===== src/rtl/wide_add_seq.sv =====
// Multi-precision add/subtract sequencer: one 16-bit word per cycle, LSW first,
// with the carry chained through a register and flags taken on the last word.

module add16 (
   input  logic [15:0] a,
   input  logic [15:0] b,
   input  logic        cin,
   output logic [15:0] sum,
   output logic        cout
);
   assign {cout, sum} = {1'b0, a} + {1'b0, b} + {16'd0, cin};
endmodule

module wide_add_seq #(
   parameter int WORDS = 4
) (
   input  logic                clk,
   input  logic                rst,
   input  logic                start,
   input  logic                op_sub,
   input  logic [16*WORDS-1:0] a,
   input  logic [16*WORDS-1:0] b,
   output logic                ready,
   output logic                busy,
   output logic                done,
   output logic [16*WORDS-1:0] result,
   output logic                OV,
   output logic                ZF,
   output logic                NF,
   output logic                CF
);
   localparam int W  = 16 * WORDS;
   localparam int IW = (WORDS > 1) ? $clog2(WORDS) : 1;

   localparam logic [1:0] ST_IDLE = 2'd0;
   localparam logic [1:0] ST_RUN  = 2'd1;
   localparam logic [1:0] ST_DONE = 2'd2;

   logic [1:0]    state_q, state_d;
   logic [IW-1:0] idx_q, idx_d;
   logic          carry_q, carry_d;
   logic          zacc_q, zacc_d;
   logic [W-1:0]  a_q, a_d;
   logic [W-1:0]  b_q, b_d;
   logic [W-1:0]  result_q, result_d;
   logic          ov_q, ov_d;
   logic          zf_q, zf_d;
   logic          nf_q, nf_d;
   logic          cf_q, cf_d;

   logic [15:0]   add_a, add_b, add_sum;
   logic          add_cout;
   logic          last_word;

   assign add_a     = a_q[16*idx_q +: 16];
   assign add_b     = b_q[16*idx_q +: 16];
   assign last_word = (idx_q == IW'(WORDS - 1));

   add16 u_add16 (
      .a    (add_a),
      .b    (add_b),
      .cin  (carry_q),
      .sum  (add_sum),
      .cout (add_cout)
   );

   always_comb begin
      state_d  = state_q;
      idx_d    = idx_q;
      carry_d  = carry_q;
      zacc_d   = zacc_q;
      a_d      = a_q;
      b_d      = b_q;
      result_d = result_q;
      ov_d     = ov_q;
      zf_d     = zf_q;
      nf_d     = nf_q;
      cf_d     = cf_q;
      case (state_q)
         ST_IDLE: begin
            if (start) begin
               // Subtract is A + ~B + 1: the +1 enters as the initial carry.
               a_d     = a;
               b_d     = op_sub ? ~b : b;
               carry_d = op_sub;
               idx_d   = '0;
               zacc_d  = 1'b1;
               state_d = ST_RUN;
            end
         end
         ST_RUN: begin
            result_d[16*idx_q +: 16] = add_sum;
            carry_d = add_cout;
            zacc_d  = zacc_q & (add_sum == 16'd0);
            if (last_word) begin
               cf_d    = add_cout;
               nf_d    = add_sum[15];
               zf_d    = zacc_q & (add_sum == 16'd0);
               ov_d    = (a_q[W-1] == b_q[W-1]) && (add_sum[15] != a_q[W-1]);
               state_d = ST_DONE;
            end else begin
               idx_d = idx_q + 1'b1;
            end
         end
         ST_DONE: state_d = ST_IDLE;
         default: state_d = ST_IDLE;
      endcase
   end

   always_ff @(posedge clk or posedge rst) begin
      if (rst) begin
         state_q  <= ST_IDLE;
         idx_q    <= '0;
         carry_q  <= 1'b0;
         zacc_q   <= 1'b0;
         a_q      <= '0;
         b_q      <= '0;
         result_q <= '0;
         ov_q     <= 1'b0;
         zf_q     <= 1'b0;
         nf_q     <= 1'b0;
         cf_q     <= 1'b0;
      end else begin
         state_q  <= state_d;
         idx_q    <= idx_d;
         carry_q  <= carry_d;
         zacc_q   <= zacc_d;
         a_q      <= a_d;
         b_q      <= b_d;
         result_q <= result_d;
         ov_q     <= ov_d;
         zf_q     <= zf_d;
         nf_q     <= nf_d;
         cf_q     <= cf_d;
      end
   end

   assign ready  = (state_q == ST_IDLE);
   assign busy   = (state_q == ST_RUN) || (state_q == ST_DONE);
   assign done   = (state_q == ST_DONE);
   assign result = result_q;
   assign OV     = ov_q;
   assign ZF     = zf_q;
   assign NF     = nf_q;
   assign CF     = cf_q;

endmodule

===== config.mk =====
export PLATFORM = sky130hd
export DESIGN_NAME = wide_add_seq
export DESIGN_NICKNAME = d
export VERILOG_FILES = /design/src/rtl/wide_add_seq.sv
export SDC_FILE = /design/constraint.sdc
export NUM_CORES = 1
export LEC_CHECK = 0
export ABC_AREA = 0
export ABC_CLOCK_PERIOD_IN_PS = 9600
export CORE_MARGIN = 8
export CORE_UTILIZATION = 35
export DETAILED_ROUTE_END_ITERATION = 7
export GPL_TIMING_DRIVEN = 0
export PLACE_DENSITY_LB_ADDON = 0.25
export SETUP_SLACK_MARGIN = 0.3
export SYNTH_ARGS = -nofsm -noshare
export SYNTH_HDL_FRONTEND = slang
export SYNTH_HIERARCHICAL = 1
export SYNTH_SLANG_ARGS = --single-unit
export TNS_END_PERCENT = 50

===== constraint.sdc =====
create_clock -name clk -period 9.6 [get_ports clk]
set_clock_uncertainty 0.05 [all_clocks]
set_input_delay 1.44 -clock clk [delete_from_list [all_inputs] [get_ports clk]]
set_output_delay 1.44 -clock clk [all_outputs]
set_load 0.02 [all_outputs]

### Word-level counts from Yosys, hierarchy flattened

Cells that the tools add are included.

| operators by class | value |
|---|---|
| add/subtract/negate cells | 4 |
| equal/unequal tests | 8 |
| shifts and indexed selects | 4 |
| muxes and demuxes | 12 |
| bitwise operators | 2 |
| reduce and logical (&&, ||, !) cells | 10 |

Operators with widths:

| operator | number |
|---|---|
| 64-bit by 7-bit indexed part select with 16-bit output | 2 |
| 64-bit bitwise mux | 1 |
| 64-bit 2-to-1 mux | 1 |
| 64-bit NOT | 1 |
| 16-bit by 34-bit variable shift with 64-bit output (first input constant) | 1 |
| 16-bit by 34-bit indexed part select with 64-bit output | 1 |
| 6-bit negation with 34-bit output | 1 |
| 16-bit by 16-bit adder with 17-bit output | 1 |
| 17-bit by 1-bit adder with 17-bit output | 1 |
| 16-bit logical NOT | 1 |
| 2-bit 2-to-1 mux | 4 |
| 2-bit case mux with 2 select lines | 2 |
| 2-bit AND reduction | 4 |
| 2-bit inequality test (second input constant) | 3 |
| 2-bit equality test (second input constant) | 2 |
| 1-bit case mux with 2 select lines | 2 |
| 3-bit AND reduction | 1 |
| 2-bit by 1-bit adder with 2-bit output (second input constant) | 1 |
| 2-bit by 1-bit equality test with 1-bit output (second input constant) | 1 |
| 2-bit logical NOT | 1 |
| 1-bit 2-to-1 mux | 2 |
| 2-bit nonzero test | 1 |
| 1-bit bitwise AND | 1 |
| 1-bit equality test | 1 |
| other kinds (3) | 3 |

| word-level totals | value |
|---|---|
| register bits after elaboration | 202 |
| input bits | 132 |
| output and inout port bits | 71 |
| word-level logic and storage cells | 51 |

### Depth between registers and ports, before layout

Gate-level depths: netlist of run 1.

| depth | value |
|---|---|
| depth after elaboration | 6 |
| mapped depth | 14 |
| gate-level depth less buffers | 12 |

### Hierarchy

The synthesis of run 1 kept the hierarchy.

Modules (own cells, without submodules):

| module | instances | cells each | area an instance (µm²) | seq. area each (µm²) |
|---|---|---|---|---|
| wide_add_seq | 1 | 666 | 8832.2 | 5054.8 |
| add16 | 1 | 114 | 812.0 | 0.0 |

### Worst setup path before layout of run 1

Ideal clock, no wire load.

| path | value |
|---|---|
| path type | register to register |
| start | register idx_q[0] |
| end | register zacc_q |
| library setup time | 0.086 ns |
| data arrival time | 4.418 ns |
| data required time | 9.464 ns |
| setup slack | 5.046 ns |
| cell stages (with the launch flop) | 14 |
| path buffers | 2 |
| clock period less this slack | 4.554 ns |
| cells stage by stage | dfrtp_1 > buf_4 > buf_2 > mux4_2 > fa_1 > fa_1 > a21o_2 > a31o_4 > a211oi_1 > o31ai_1 > xnor2_1 > or4_1 > or4_1 > a32oi_1 |

| between the ends | value |
|---|---|
| longest elaborated chain between the ends | 6 |
| elaborated cells between the ends (all ways) | 7 |
| those cells by class | add/sub: 2; shift: 2; mux: 1; bitwise: 1; reduce/logical: 1 |

RTL lines:

| item | line | source |
|---|---|---|
| from (decl) | 40 | `logic [IW-1:0] idx_q, idx_d;` |
| from (signal assigned) | 125 | `idx_q <= idx_d;` |
| 64-bit by 7-bit indexed part select with 16-bit output | 56 | `assign add_b = b_q[16*idx_q +: 16];` |
| via add_b[0] | 51 | `logic [15:0] add_a, add_b, add_sum;` |
| 16-bit by 16-bit adder with 17-bit output | 11 | `assign {cout, sum} = {1'b0, a} + {1'b0, b} + {16'd0, cin};` |
| 17-bit by 1-bit adder with 17-bit output | 11 |  |
| via add_sum[10] | 51 |  |
| 16-bit logical NOT | 94 | `zacc_d = zacc_q & (add_sum == 16'd0);` |
| 1-bit bitwise AND | 94 |  |
| 1-bit case mux with 2 select lines | 79 | `case (state_q)` |
| to (signal assigned) | 127 | `zacc_q <= zacc_d;` |
| to (decl) | 42 | `logic zacc_q, zacc_d;` |

The timed path passes the listed nets, and every way through them passes these cells.
A chain may end at the register's enable or synchronous reset.

### Worst setup path after layout of run 1

| path | value |
|---|---|
| start | register idx_q[1] |
| end | register zacc_q |

The elaborated chain is that of the path after synthesis.

==> impl_metrics.ini, run 1 <==
[drt]
first_pass_iters = 5
antenna_left = 0
via_count = 6978
drc = 0
dr.first_iter.drc_count = 533
routedWlPerCell_microns = 20.8
wl_microns = 28300
vias_per_cell = 5.13

[placement]
portBuffers = 201
placed_area_sq_um = 12100
routabilityCongestion = 0.862
preCtsSetupSlack_ns = 3.96
dp_cells = 1324
hpwlAfterDp_microns = 21900

[cells_and_area]
n_antenna_cell = 0
stdcell_area_sq_um = 12800
drive_above_1_share = 0.163
areaGrowthSynthToFinish_pct = 33.1
stdcell_count = 1361
fin_nets = 1165

[cts]
htreeDepth = 1
cts-root-buf = clkbuf_16
cts_tree = built
path_clk_slew_ns = 0.06
cts.path.max_buffers = 3
post-cts-setup-buffers = 0
cts_resized = 0
hold_buffers = 0
clock-sinks = 202
clkLatencyLatePin_ns = 0.50
cts_buffers = 22

[logic_synthesis]
synth_flop_cell = dfrtp_1
yosysWarnings = 6
synth-edff-count = 0
async_reset_ff_frac = 1.00
ys_top_cells_by_area = dfrtp_1, mux2_2, mux4_2
syn-num-nets = 938
ys_types = 52
synth-seq-cells = 202
ys_seq_area_frac = 0.524
synth_top_cell_by_area = dfrtp_1
synth_top_area_frac = 0.524
synthCells = 780
post_synth.cell_area_avg_sq_um = 12.4
netlist_area_sq_um = 9640

[worst_setup_path]
critPathKind = flop to flop
end_kind = flop
critPathArrivalTime_ns = 6.00
worstPathMaxFanout = 10
cp-start-kind = flop
worstPathRequired_ns = 9.97

[power_and_ir_drop]
p_clk_frac = 0.163
share_comb_of_total_power = 0.558
power_switching_w = 0.00223
intPower_w = 0.00287
p_sw_frac = 0.437
pwr-share-seq = 0.279
p_per_area_nw_per_um2 = 397
peakVddDrop_mv = 0.240
total_leakage_power_nw = 5.38

[floorplanning]
die_w_microns = 182
die_h_microns = 182
rows = 60
io_pins = 203
core_sq_um = 27000
die-area_sq_um = 33100
start_util = 0.357

[sta]
rsz0062_at_grt = false
final-max-slew-violation-count = 0
finalSetupViolations = 0
relSlewSlack = 0.342
holdWs_ns = 0.429
worstMarginPinSlew_ns = 0.984
hold_violations = 0
period_needed_ns = 5.63
worst_slack_ns = 3.97
fmax_mhz = 178
period_share = 0.586

[hold_path]
hold_path_class = flop to flop

[grt]
grt_overflow = 0
grt_usage = 0.170
grt_pass1_vias = 7451
grt_max_degree = 112
antenna_found_initial = 0
grt_pass1_wl_microns = 44200

[job]
drv_cap = 0

[outcome]
status = completed
[critical path, cell delays in order, from the launching register on]
cell and delay [ns]:
dfrtp_1 0.39, clkbuf_1 0.51, clkbuf_1 0.70, mux4_2 0.49
fa_1 0.49, fa_1 0.42, a21o_2 0.25, a31o_4 0.26
nand2_2 0.09, nor4_1 0.06, or4_1 0.70, nor4b_1 0.35
nand3_1 0.12, or4_1 0.44, a32oi_1 0.21
[power groups by stage]
| stage | registers [W] | clock network (W) | logic [W] |
|---|---|---|---|
| floorplan | 0.00146 | 0 | 0.00179 |
| global placement | 0.00142 | 0 | 0.00277 |
| detailed placement | 0.00144 | 0 | 0.00286 |
| CTS | 0.00142 | 0.000850 | 0.00287 |
| global route | 0.00147 | 0.000882 | 0.00311 |
| finish | 0.00142 | 0.000833 | 0.00285 |
[Yosys cell counts (all sizes together) (2+ instances only)]
master,n
dfrtp,202
nand4,2
xnor2,69
nor2b,3
inv,13
buf,24
nor4b,2
a21oi,22
a21o,2
a22o,64
nor2,13
a31o,2
o21ai,77
nand2b,3
or4,3
clkbuf,22
o21bai,2
a211oi,3
nand2,88
mux4,32
mux2i,2
o22ai,4
nand3,4
o31ai,2
nor3,8
fa,2
ha,24
mux2,66
nor4,3
xor2,5
[state kept, by name, summed over array words and instances (netlist names)]
| name | cells |
|---|---|
| state_q | 2 |
| OV | 1 |
| carry_q | 1 |
| a_q | 64 |
| result | 64 |
| idx_q | 2 |
| zacc_q | 1 |
| CF | 1 |
| NF | 1 |
| b_q | 64 |
| ZF | 1 |
[routing by layer]
| metal | vias up | routed length [microns] | global-route usage |
|---|---|---|---|
| met4 | 0 | 562 | 0.0403 |
| li1 | 3275 | - | - |
| met1 | 3448 | 12400 | 0.221 |
| met2 | 215 | 13600 | 0.285 |
| met5 | - | 0 | 0 |
| met3 | 40 | 1750 | 0.0369 |
[cells in the final DEF, fill, tap and decap left out, types with 5 or more instances in the layout]
master             n
buf_4              6
ha_1              24
nand2_1           87
clkbuf_8           5
dfrtp_1          202
clkbuf_16         23
mux2_2            66
xor2_1             5
o21ai_0           77
xnor2_1           69
nor2_1            12
a21oi_1           22
clkbuf_1          28
buf_1              5
buf_2             14
nor3_1             7
inv_1             12
a22o_1            60
clkdlybuf4s50_1  201
mux4_2            32
[path summary, 6_finish.rpt]
check                               from      end  slack [ns]  depth (start not counted)
worst max-delay path            idx_q[1]   zacc_q        3.97                         14
worst max register to register  idx_q[1]   zacc_q        3.97                         14
max in group asynchronous            rst  b_q[37]        7.14                          3
worst min-delay path             b_q[52]  b_q[52]        0.43                          2
worst min register to register   b_q[52]  b_q[52]        0.43                          2
min in group asynchronous            rst   a_q[3]        1.40                          2
[cell type report]
type	count	area, sq um
fillers	2513	14200
flip-flops and latches	202	5050
multi-input cells	519	4340
repair buffers	203	2050
clock buffers	34	667
well taps	341	427
plain buffers	46	209
inverters	13	56.3
clock inverters	3	40.0
[through the flow]
| stage | TNS (ns) | utilization | total power, W |
|---|---|---|---|
| floorplan | 0 | - | 0.00324 |
| global placement | -24.59 | 0.447 | 0.00419 |
| detailed placement | 0 | 0.449 | 0.00429 |
| CTS | 0 | 0.475 | 0.00514 |
| global route | 0 | 0.475 | 0.00546 |
| finish | 0 | 0.475 | 0.00510 |
[cell families after synthesis]
kind of cell / count (synthesis) / synth area share
buffers and inverters: 59 / 0.0267
AND/OR/NAND/NOR: 133 / 0.0632
flip-flops: 202 / 0.524
AO/OA/AOI/OAI: 186 / 0.130
adder cells (fa/ha/maj): 26 / 0.0353
multiplexers: 100 / 0.154
XOR/XNOR: 74 / 0.0672
No activity file was read; power rests on OpenSTA's default activity.
==> run 2: changes to the inputs <==
--- a/config.mk
+++ b/config.mk
@@ -6,7 +6,7 @@
 export NUM_CORES = 1
 export LEC_CHECK = 0
 export ABC_AREA = 0
-export ABC_CLOCK_PERIOD_IN_PS = 9600
+export ABC_CLOCK_PERIOD_IN_PS = 4700
 export CORE_MARGIN = 8
 export CORE_UTILIZATION = 35
 export DETAILED_ROUTE_END_ITERATION = 7
==> constraint.sdc (replaced) <==
create_clock -name clk -period 4.7 [get_ports clk]
set_clock_uncertainty 0.05 [all_clocks]
set_input_delay 0.705 -clock clk [delete_from_list [all_inputs] [get_ports clk]]
set_output_delay 0.705 -clock clk [all_outputs]
set_load 0.02 [all_outputs]
==> impl_metrics.ini, run 2 (same netlist as run 1, synthesis figures left out) <==
[grt]
grt_usage = 0.173
grt_overflow = 0
antenna_found_initial = 1
grt_max_degree = 41
grt_pass1_wl_microns = 44700
grt_pass1_vias = 7518

[outcome]
status = completed

[cts]
clkLatencyLatePin_ns = 0.52
htreeDepth = 1
hold_buffers = 0
path_clk_slew_ns = 0.06
cts_buffers = 23
clock-sinks = 202
cts_tree = built
cts.path.max_buffers = 3
cts-root-buf = clkbuf_16

[placement]
hpwlAfterDp_microns = 22300
routabilityCongestion = 0.837
portBuffers = 201
preCtsSetupSlack_ns = -0.895
dp_cells = 1327

[cells_and_area]
areaGrowthSynthToFinish_pct = 36.8
multiInputGateArea_sq_um = 4400
drive_above_1_share = 0.195
regArea_sq_um = 5050
final_cell_mix = dfrtp_1, clkdlybuf4s50_1, nand2_1
n_antenna_cell = 0
stdcell_count = 1379
layout_commonest_cell = dfrtp_1
fin_util = 0.488
fin_nets = 1179
fill_cells = 2444

[power_and_ir_drop]
p_per_area_nw_per_um2 = 828
peakVddDrop_mv = 0.495
total_leakage_power_nw = 5.53

[drt]
via_count = 7046
first_pass_iters = 4
dr.first_iter.drc_count = 521
wl_microns = 28900
vias_per_cell = 5.11
routedWlPerCell_microns = 20.9
drc = 0
antenna_left = 0

[sta]
setup_tns_ns = 0
final-max-slew-violation-count = 0
worstMarginPinSlew_ns = 0.991
holdWs_ns = 0.420
hold_violations = 0
period_share = 0.917
worst_slack_ns = 0.392
relSlewSlack = 0.338
finalSetupViolations = 0
period_needed_ns = 4.31
fmax_mhz = 232
rsz0062_at_grt = true

[worst_setup_path]
critPathKind = flop to flop
critPathArrivalTime_ns = 4.68
worstPathRequired_ns = 5.07
worstPathMaxFanout = 6
cp-start-kind = flop
end_kind = flop

[floorplanning]
rows = 60
core_sq_um = 27000
die_w_microns = 182
die_h_microns = 182
start_util = 0.357
die-area_sq_um = 33100
io_pins = 203

[hold_path]
hold_path_class = flop to flop

[job]
drv_cap = 0
[run 2: cell types whose count changed in the layout (fill, tap and decap cells not counted), sizes merged]
cell	previous run	this run
inv	13	14
clkinvlp	0	4
bufinv	1	2
clkbuf	56	53
clkinv	2	4
buf	26	39
[run 2: final timing paths]
check / startpoint / depth (start not counted) / endpoint / slack [ns]
worst max-delay path: idx_q[0] / 14 / zacc_q / 0.39
worst min-delay path: b_q[60] / 2 / b_q[60] / 0.42
worst max register to register: idx_q[0] / 14 / zacc_q / 0.39
worst min register to register: b_q[60] / 2 / b_q[60] / 0.42
max in group asynchronous: rst / 5 / b_q[38] / 2.83
min in group asynchronous: rst / 2 / a_q[55] / 0.62
[run 2: worst max-delay path, stage by stage (launching register included)]
cell,delay [ns]
dfrtp_1,0.39
buf_12,0.15
buf_12,0.11
mux4_2,0.57
fa_2,0.42
fa_2,0.36
a21o_2,0.25
a31o_4,0.26
nand2_2,0.09
nor4_1,0.06
or4_4,0.55
nor4b_2,0.23
nand3_1,0.11
or4_4,0.43
a32oi_1,0.19
[run 2: metrics by stage]
| stage | power, W | instance area [sq um] |
|---|---|---|
| 2_1_floorplan | 0.00663 | 9650 |
| 3_3_place_gp | 0.00853 | 12100 |
| 3_5_place_dp | 0.00875 | 12200 |
| 4_1_cts | 0.0109 | 13100 |
| 5_1_grt | 0.0117 | 13200 |
| 6_report | 0.0109 | 13200 |
[run 2: report_power, final]
| part | internal, W | switching (W) | total [W] |
|---|---|---|---|
| registers | 0.00248 | 0.000430 | 0.00291 |
| logic | 0.00262 | 0.00359 | 0.00621 |
| clock network | 0.00107 | 0.000744 | 0.00181 |
| total | 0.00617 | 0.00476 | 0.0109 |
[run 2: cell type report]
type | instances | share of cell area
multi-input cells | 519 | 0.334
clock buffers | 31 | 0.0482
inverters | 13 | 0.00398
clock inverters | 11 | 0.00939
well taps | 341 | 0.0323
repair buffers | 216 | 0.167
plain buffers | 46 | 0.0223
flip-flops and latches | 202 | 0.383
[run 2: repair_timing]
action                                  4_1_cts  5_1_grt
cloned                                        0        0
pin swaps                                     3        4
endpoints found under the setup margin       29        2
resized for setup                            30        7
buffers inserted                              7        3
[run 2: metal layers]
metal	track usage	part of all wire
met2	0.284	0.47
met4	0.0479	0.025
met3	0.0413	0.064
met1	0.225	0.44
met5	0	0.00045
==> run 3: changes to the inputs <==
--- a/config.mk
+++ b/config.mk
@@ -8,7 +8,7 @@
 export ABC_AREA = 0
 export ABC_CLOCK_PERIOD_IN_PS = 4700
 export CORE_MARGIN = 8
-export CORE_UTILIZATION = 35
+export CORE_UTILIZATION = 47
 export DETAILED_ROUTE_END_ITERATION = 7
 export GPL_TIMING_DRIVEN = 0
 export PLACE_DENSITY_LB_ADDON = 0.25
==> impl_metrics.ini, run 3 (same netlist as run 1, synthesis figures left out) <==
[outcome]
status = completed

[grt]
grt_overflow = 0
grt_max_degree = 39
grt_usage = 0.211
grt_pass1_wl_microns = 42900
antenna_found_initial = 0
grt_pass1_vias = 7671

[drt]
routedWlPerCell_microns = 20.7
first_pass_iters = 5
dr.first_iter.drc_count = 461
via_count = 7156
wl_microns = 27100
vias_per_cell = 5.47
drc = 0
antenna_left = 0

[power_and_ir_drop]
p_per_area_nw_per_um2 = 842
total_leakage_power_nw = 5.59
peakVddDrop_mv = 0.590

[cells_and_area]
final_cell_mix = dfrtp_1, clkdlybuf4s50_1, nand2_1
n_antenna_cell = 0
drive_above_1_share = 0.197
fin_util = 0.653
fill_cells = 1546
stdcell_count = 1308
fin_nets = 1182
stdcell_area_sq_um = 13200
layout_commonest_cell = dfrtp_1
areaGrowthSynthToFinish_pct = 36.5

[placement]
dp_cells = 1258
placed_area_sq_um = 12100
portBuffers = 201
preCtsSetupSlack_ns = -0.895
routabilityCongestion = 0.857
hpwlAfterDp_microns = 20900

[sta]
period_needed_ns = 4.36
worst_slack_ns = 0.338
rsz0062_at_grt = true
worstMarginPinSlew_ns = 0.942
period_share = 0.928
hold_violations = 0
finalSetupViolations = 0
fmax_mhz = 229
setup_tns_ns = 0
relSlewSlack = 0.370
final-max-slew-violation-count = 0

[worst_setup_path]
cp-start-kind = flop
r2r-end = zacc_q
critPathArrivalTime_ns = 4.72
r2r-start = idx_q[0]
crit_buf_inv = 2
r2r_slack_ns = 0.34
cp_top_family = simple AND/OR/NAND/NOR gates
end_kind = flop
critPathKind = flop to flop
crit_slowest_cell = mux4_2
worstPathMaxFanout = 5
worstPathRequired_ns = 5.06
critPathMaxStageDelay_ns = 0.57
r2r_cells = 14
cp_cell_sequence = buf_12 -> buf_12 -> mux4_2 -> fa_2 -> fa_2 -> a21o_4 -> a31o_4 -> nand2_4 -> nor4_4 -> or4_4 -> nor4b_4 -> nand3_1 -> or4_4 -> a32oi_1

[hold_path]
hold_path_class = flop to flop
holdPathStages = 2
min_from = b_q[51]
holdPathEnd = b_q[51]

[floorplanning]
die_w_microns = 159
core_sq_um = 20200
start_util = 0.478
die_h_microns = 159
rows = 52
die-area_sq_um = 25400
io_pins = 203

[cts]
htreeDepth = 1
cts_buffers = 21
clock-sinks = 202
hold_buffers = 0
path_clk_slew_ns = 0.06
cts_tree = built
cts.path.max_buffers = 3
cts-root-buf = clkbuf_16
clkLatencyLatePin_ns = 0.51

[job]
drv_cap = 0
## run 3: cell count changes in the layout (fill, tap and decap cells not counted), sizes merged
cell / delta
clkinvlp: -3
clkbuf: -1
clkinv: -2
buf: +5
bufinv: +1
## run 3: area by class of cell
| type | count | area, sq um | area share |
|---|---|---|---|
| sequential | 202 | 5050 | 0.384 |
| clock inverter | 7 | 118 | 0.00893 |
| tap | 270 | 338 | 0.0257 |
| multi-input combinational | 519 | 4440 | 0.337 |
| buffer | 46 | 279 | 0.0212 |
| clock buffer | 30 | 639 | 0.0486 |
| timing repair buffer | 221 | 2250 | 0.171 |
| inverter | 13 | 52.6 | 0.00399 |
## run 3: worst max path at each step
stage / end / depth (start not counted) / slack [ns] / start
4_1_cts: zacc_q / 13 / 0.31 / idx_q[0]
5_1_grt: zacc_q / 14 / 0.26 / idx_q[0]
6_report: zacc_q / 14 / 0.34 / idx_q[0]
3_3_place_gp: zacc_q / 11 / -0.83 / idx_q[1]
2_1_floorplan: zacc_q / 13 / 0.15 / idx_q[0]
3_5_place_dp: zacc_q / 14 / -0.89 / idx_q[1]
## run 3: tightest hold or removal path, delay by kind of cell (launching register included)
family / cells / cell delay, ns
AO/OA/AOI/OAI: 1 / 0.06
flip-flops: 1 / 0.34
AND/OR/NAND/NOR: 1 / 0.04
## run 3: layer usage
| metal | global-route usage | wire length, microns |
|---|---|---|
| met4 | 0.0656 | 808 |
| met5 | 0 | 0 |
| met3 | 0.0504 | 1870 |
| met1 | 0.265 | 11000 |
| met2 | 0.356 | 13400 |
## run 3: what timing repair did
item | CTS | global route
buffers inserted | 8 | 5
pin swaps | 3 | 14
resized for setup | 27 | 14
endpoints found under the setup margin | 29 | 2
## run 3: stage by stage
stage	hold WS (ns)	power, W
floorplan	0.395	0.00663
global placement	0.407	0.00842
detailed placement	0.418	0.00862
CTS	0.434	0.0107
global route	0.456	0.0118
finish	0.427	0.0111
## run 3: where the power goes
| group | leakage (nW) | switching, W | internal (W) | total (W) |
|---|---|---|---|---|
| clock network | 0.377 | 0.000671 | 0.00111 | 0.00178 |
| registers | 2.55 | 0.000417 | 0.00248 | 0.00290 |
| logic | 2.66 | 0.00367 | 0.00273 | 0.00640 |
